<file path="config.mk">
export PLATFORM = sky130hd
export DESIGN_NAME = uncached_dbridge
export DESIGN_NICKNAME = d
export VERILOG_FILES = /design/src/rtl/uncached_dbridge.sv
export SDC_FILE = /design/constraint.sdc
export NUM_CORES = 1
export LEC_CHECK = 0
export ABC_CLOCK_PERIOD_IN_PS = 3900
export CORE_MARGIN = 1.5
export CORE_UTILIZATION = 42
export CTS_CLUSTER_DIAMETER = 100
export DETAILED_ROUTE_END_ITERATION = 6
export PLACE_DENSITY = 0.84
export SKIP_CTS_REPAIR_TIMING = 1
export SYNTH_ARGS = -nofsm -noshare
export SYNTH_HDL_FRONTEND = slang
export SYNTH_SLANG_ARGS = --single-unit
</file>
<file path="constraint.sdc">
create_clock -name clk -period 3.9 [get_ports clk]
set_input_delay 0.78 -clock clk [delete_from_list [all_inputs] [get_ports clk]]
set_output_delay 0.78 -clock clk [all_outputs]
set_load 0.02 [all_outputs]
</file>
<file path="src/rtl/uncached_dbridge.sv">
// Uncached data-side bridge: turns one uncached MMU data access at a time into a
// single-beat AXI-lite-style read or write, stalling the CPU until it completes.
module uncached_dbridge #(
  parameter logic [3:0] ID_VAL       = 4'd2,
  parameter bit         SKIP_NULL_WR = 1'b1
) (
  input  logic        clk,
  input  logic        resetn,
  // MMU / CPU side
  input  logic [31:0] d_addr,
  input  logic        cached_DCache,
  input  logic [1:0]  d_en,
  input  logic [2:0]  d_size,
  input  logic [3:0]  w_b_s,
  input  logic [31:0] d_wdata,
  output logic [31:0] d_rdata,
  output logic        d_stall,
  output logic        d_err,
  // read address channel
  output logic [3:0]  arid,
  output logic [31:0] araddr,
  output logic [2:0]  arsize,
  output logic        arvalid,
  input  logic        arready,
  // read data channel
  input  logic [31:0] rdata,
  input  logic [1:0]  rresp,
  input  logic        rvalid,
  output logic        rready,
  // write address channel
  output logic [3:0]  awid,
  output logic [31:0] awaddr,
  output logic [2:0]  awsize,
  output logic        awvalid,
  input  logic        awready,
  // write data channel
  output logic [31:0] wdata,
  output logic [3:0]  wstrb,
  output logic        wvalid,
  input  logic        wready,
  // write response channel
  input  logic [1:0]  bresp,
  input  logic        bvalid,
  output logic        bready
);

  typedef enum logic [2:0] {StIdle, StRdA, StRdD, StWrAw, StWrB, StDone} state_e;

  state_e      state_q;
  logic [31:0] addr_q;
  logic [2:0]  size_q;
  logic [3:0]  strb_q;
  logic [31:0] wdata_q;
  logic [31:0] rdata_q;
  logic        err_q;
  logic        arvalid_q, rready_q, awvalid_q, wvalid_q, bready_q;
  logic        req_valid;

  assign req_valid = !cached_DCache && (d_en == 2'b01 || d_en == 2'b10);

  // Request/bus sequencing with all bus-side outputs held in registers.
  always_ff @(posedge clk) begin
    if (!resetn) begin
      state_q   <= StIdle;
      addr_q    <= '0;
      size_q    <= '0;
      strb_q    <= '0;
      wdata_q   <= '0;
      rdata_q   <= '0;
      err_q     <= 1'b0;
      arvalid_q <= 1'b0;
      rready_q  <= 1'b0;
      awvalid_q <= 1'b0;
      wvalid_q  <= 1'b0;
      bready_q  <= 1'b0;
    end else begin
      case (state_q)
        StIdle: begin
          if (req_valid) begin
            addr_q  <= d_addr;
            size_q  <= d_size;
            strb_q  <= w_b_s;
            wdata_q <= d_wdata;
            if (d_en == 2'b01) begin
              arvalid_q <= 1'b1;
              state_q   <= StRdA;
            end else if (SKIP_NULL_WR && w_b_s == 4'b0000) begin
              // Nothing to write: complete without touching the bus.
              state_q <= StDone;
            end else begin
              awvalid_q <= 1'b1;
              wvalid_q  <= 1'b1;
              state_q   <= StWrAw;
            end
          end
        end
        StRdA: begin
          if (arready) begin
            arvalid_q <= 1'b0;
            rready_q  <= 1'b1;
            state_q   <= StRdD;
          end
        end
        StRdD: begin
          if (rvalid) begin
            rready_q <= 1'b0;
            rdata_q  <= rdata;
            err_q    <= |rresp;
            state_q  <= StDone;
          end
        end
        StWrAw: begin
          // AW and W complete independently; leave once both have handshaken.
          if (awready) awvalid_q <= 1'b0;
          if (wready) wvalid_q <= 1'b0;
          if ((!awvalid_q || awready) && (!wvalid_q || wready)) begin
            bready_q <= 1'b1;
            state_q  <= StWrB;
          end
        end
        StWrB: begin
          if (bvalid) begin
            bready_q <= 1'b0;
            err_q    <= |bresp;
            state_q  <= StDone;
          end
        end
        StDone: begin
          err_q   <= 1'b0;
          state_q <= StIdle;
        end
        default: state_q <= StIdle;
      endcase
    end
  end

  // Stall is combinational in the accept cycle so the CPU freezes immediately.
  always_comb begin
    d_stall = (state_q == StIdle && req_valid) ||
              (state_q inside {StRdA, StRdD, StWrAw, StWrB});
  end

  assign d_rdata = rdata_q;
  assign d_err   = err_q;
  assign arid    = ID_VAL;
  assign araddr  = addr_q;
  assign arsize  = size_q;
  assign arvalid = arvalid_q;
  assign rready  = rready_q;
  assign awid    = ID_VAL;
  assign awaddr  = addr_q;
  assign awsize  = size_q;
  assign awvalid = awvalid_q;
  assign wdata   = wdata_q;
  assign wstrb   = strb_q;
  assign wvalid  = wvalid_q;
  assign bready  = bready_q;

endmodule

</file>
==> results.md <==
* Worst Max-Slew Pin Slew at ~0.65 ns
* Hold Path Origin: wdata[14]$_SDFFE_PN0P_
* Area of the core at 0.0114 mm^2
* First-pass GRT wire length at about 21 mm
* Max Clk Rate at slightly below 300 MHz
* Die Ht at approximately 110 um
* Post-route minimum period at roughly 3.4 ns
* Final count of hold timing violations at 0
* Top_reg_cell synth: dfxtp_1
* RePlAce Congestion at 0.822
* Detail Route Antenna Nets at 0
* Vias in the first global route at 4439
* Largest area contributor in the netlist: dfxtp_1
* Ant. Diodes at 0
* DRT iter0 DRCs at ~180
* Final setup fails at 0
* Total GRT Usage at 0.209
* Yosys warns at 0
* Synthesized cell area at ~0.0049 mm^2
* Yosys top cell area share at 0.462
* Clock-pin slew on the worst setup and hold paths at ~0.070 ns
* Die ar. at roughly 0.012 mm^2
* CTS tree: done
* Avg Cell Area, Syn at about 8.6 um^2
* Die X at 111 um
* Final HPWL DP at 9.90 mm
* Top-count cell post-synth: nand2_1
* RSZ-0062 raised after global routing: no
* Mapped Cells at approximately 560
* Crit path DAT at ~2.6 ns
* Maximum VDD drop at about 0.00044 V
* Crit Path Max Fanout at 2
* CP max stage cell: clkdlybuf4s50_1
* Fin area at roughly 0.0075 mm^2
* Async set or reset register ratio after synthesis at 0
* CTS H-tree lvls at 3
* Max-slew violation count at 0
* NumNets Final at just under 900
* Worst-path cell chain: clkdlybuf4s50_1, inv_1, ha_1, o21ai_0, mux2_2, clkdlybuf4s50_1
* Crit path launch type: input pin
* Placed cell area at 0.00716 mm^2
* CP startpoint: d_en[1]
* Cell Rows at 39
* WL final at 13.3 mm
* Layout area overhead at 54.1%
* GRT Residual Overflow at 0
* CTS buffer count at 9
* Share of the clock period used by the worst path at 0.864
* Starting Density at 0.427
* Fillers at around 930
* Clock root cell: clkbuf_16
* Post-Route Setup TNS at 0 ns
* Synthesized flop and latch total at 112
* CP endpoint kind: output port
* Critical path's largest stage delay at slightly below 0.6 ns
* Clock Sinks at 112
* Buffers on Ports at 261
* Initial antenna violation count at 0
* Critical Path RT at ~3.1 ns
* Hold crit path type: reg2reg
* Number of synthesized flops with an enable pin at 0
* Total Power at around 3.8 mW
* Top post-synthesis cells by area: dfxtp_1 (46%), nand2_1 (16%), a21boi_1 (14%)
* Ports at between 200 and 300
* Largest net degree at the start of global routing at 48
* Worst r2r src: state_q[0]$_SDFFE_PN0P_
* Critical path type: in2out
* Synth cell count leaders: nand2_1 (201), dfxtp_1 (112), a21boi_1 (89), buf_4 (44), clkbuf_1 (13)
* Max Root-Sink Buffers at 2
* Clock Skews at around 0.0080 ns
* Sequential area share after synthesis at 0.462
* Max-cap violations at 0
* Rel. slew slack at 0.563
* Cell repeated most along the worst path: clkdlybuf4s50_1
* Synth cell types at 42
* Run status: completed
* Drt pass-1 iters at 4
* Residual DRC count at 0
* Share of cells above drive strength 1 at 0.0699
* DR vias/cell at roughly 4.9
* Wire per inst at between 10 and 15 um
* Skew-Pair Late Insertion Delay at 0.33 ns
* Total leakage power at between 2 and 3 nW
* Vias at about 4500
* Pwr Density at ~510 mW/mm^2
-- path summary, 6_finish.rpt --
| kind | depth (start not counted) | end | slack, ns |
|---|---|---|---|
| worst min-delay path | 2 | wdata[14]$_SDFFE_PN0P_ | 0.45 |
| worst max-delay path | 6 | d_stall | 0.53 |
| worst max register to register | 5 | wvalid$_SDFFE_PN0P_ | 1.76 |
| worst min register to register | 2 | wdata[14]$_SDFFE_PN0P_ | 0.45 |
-- state kept, by name (all words and copies together) (netlist names), 3 cells and up --
signal and count:
arsize 3, d_rdata 32, wstrb 4, wdata 32
araddr 32, state_q 3
-- cell usage in the layout (no fill, tap or decap), types with 4 or more instances in the layout --
cell             count
o21ai_0              5
clkdlybuf4s50_1    260
clkbuf_16            9
dfxtp_1            112
conb_1               8
nand2_2             12
a21boi_0             7
inv_1                6
nor2_1               5
a21boi_2            11
a21boi_1            89
buf_4                4
nand2_1            200
-- stage by stage --
stage          setup WS, ns  hold slack [ns]  utilization  cells
2_1_floorplan          1.57            0.518            -    569
4_1_cts               0.528            0.455        0.658    915
3_5_place_dp          0.541            0.438        0.629    899
3_3_place_gp          0.550            0.429        0.629    899
5_1_grt               0.430            0.472        0.658    915
6_report              0.531            0.454        0.658    915
-- cell type report --
class / count / area (um^2) / area share
clock inverter: 6 / 90.1 / 0.0120
tap: 143 / 179 / 0.0239
multi-input combinational: 371 / 2030 / 0.272
timing repair buffer: 267 / 2680 / 0.358
inverter: 6 / 22.5 / 0.00301
clock buffer: 10 / 239 / 0.0319
sequential: 112 / 2240 / 0.300
-- power by group --
| part | internal, mW | switching (mW) |
|---|---|---|
| Combinational | 0.652 | 0.738 |
| Clock | 0.584 | 0.411 |
| Sequential | 1.31 | 0.140 |
-- metal layers --
metal  GRT usage  vias to the layer above  wire length, um
met2       0.407                      170             7040
li1            -                     2177                -
met1       0.213                     2103             5100
met3      0.0494                       27              800
met5           0                        -                0
met4      0.0795                        0              330
-- logic make-up after synthesis --
logic type / after synthesis / synth area share
mux: 1 / 0.00232
buf+inv: 86 / 0.125
flops: 112 / 0.462
fa+ha+maj: 1 / 0.00258
simple gates: 234 / 0.204
other cells: 2 / 0.00155
compound gates: 127 / 0.203
-- critical path: cells and delay by family --
kind	cells	cell delay, ns
adders and majority gates	1	0.31
buffers and inverters	3	1.08
AOI/OAI and AO/OA	1	0.22
muxes	1	0.18
(Power assumes the default switching activity.)
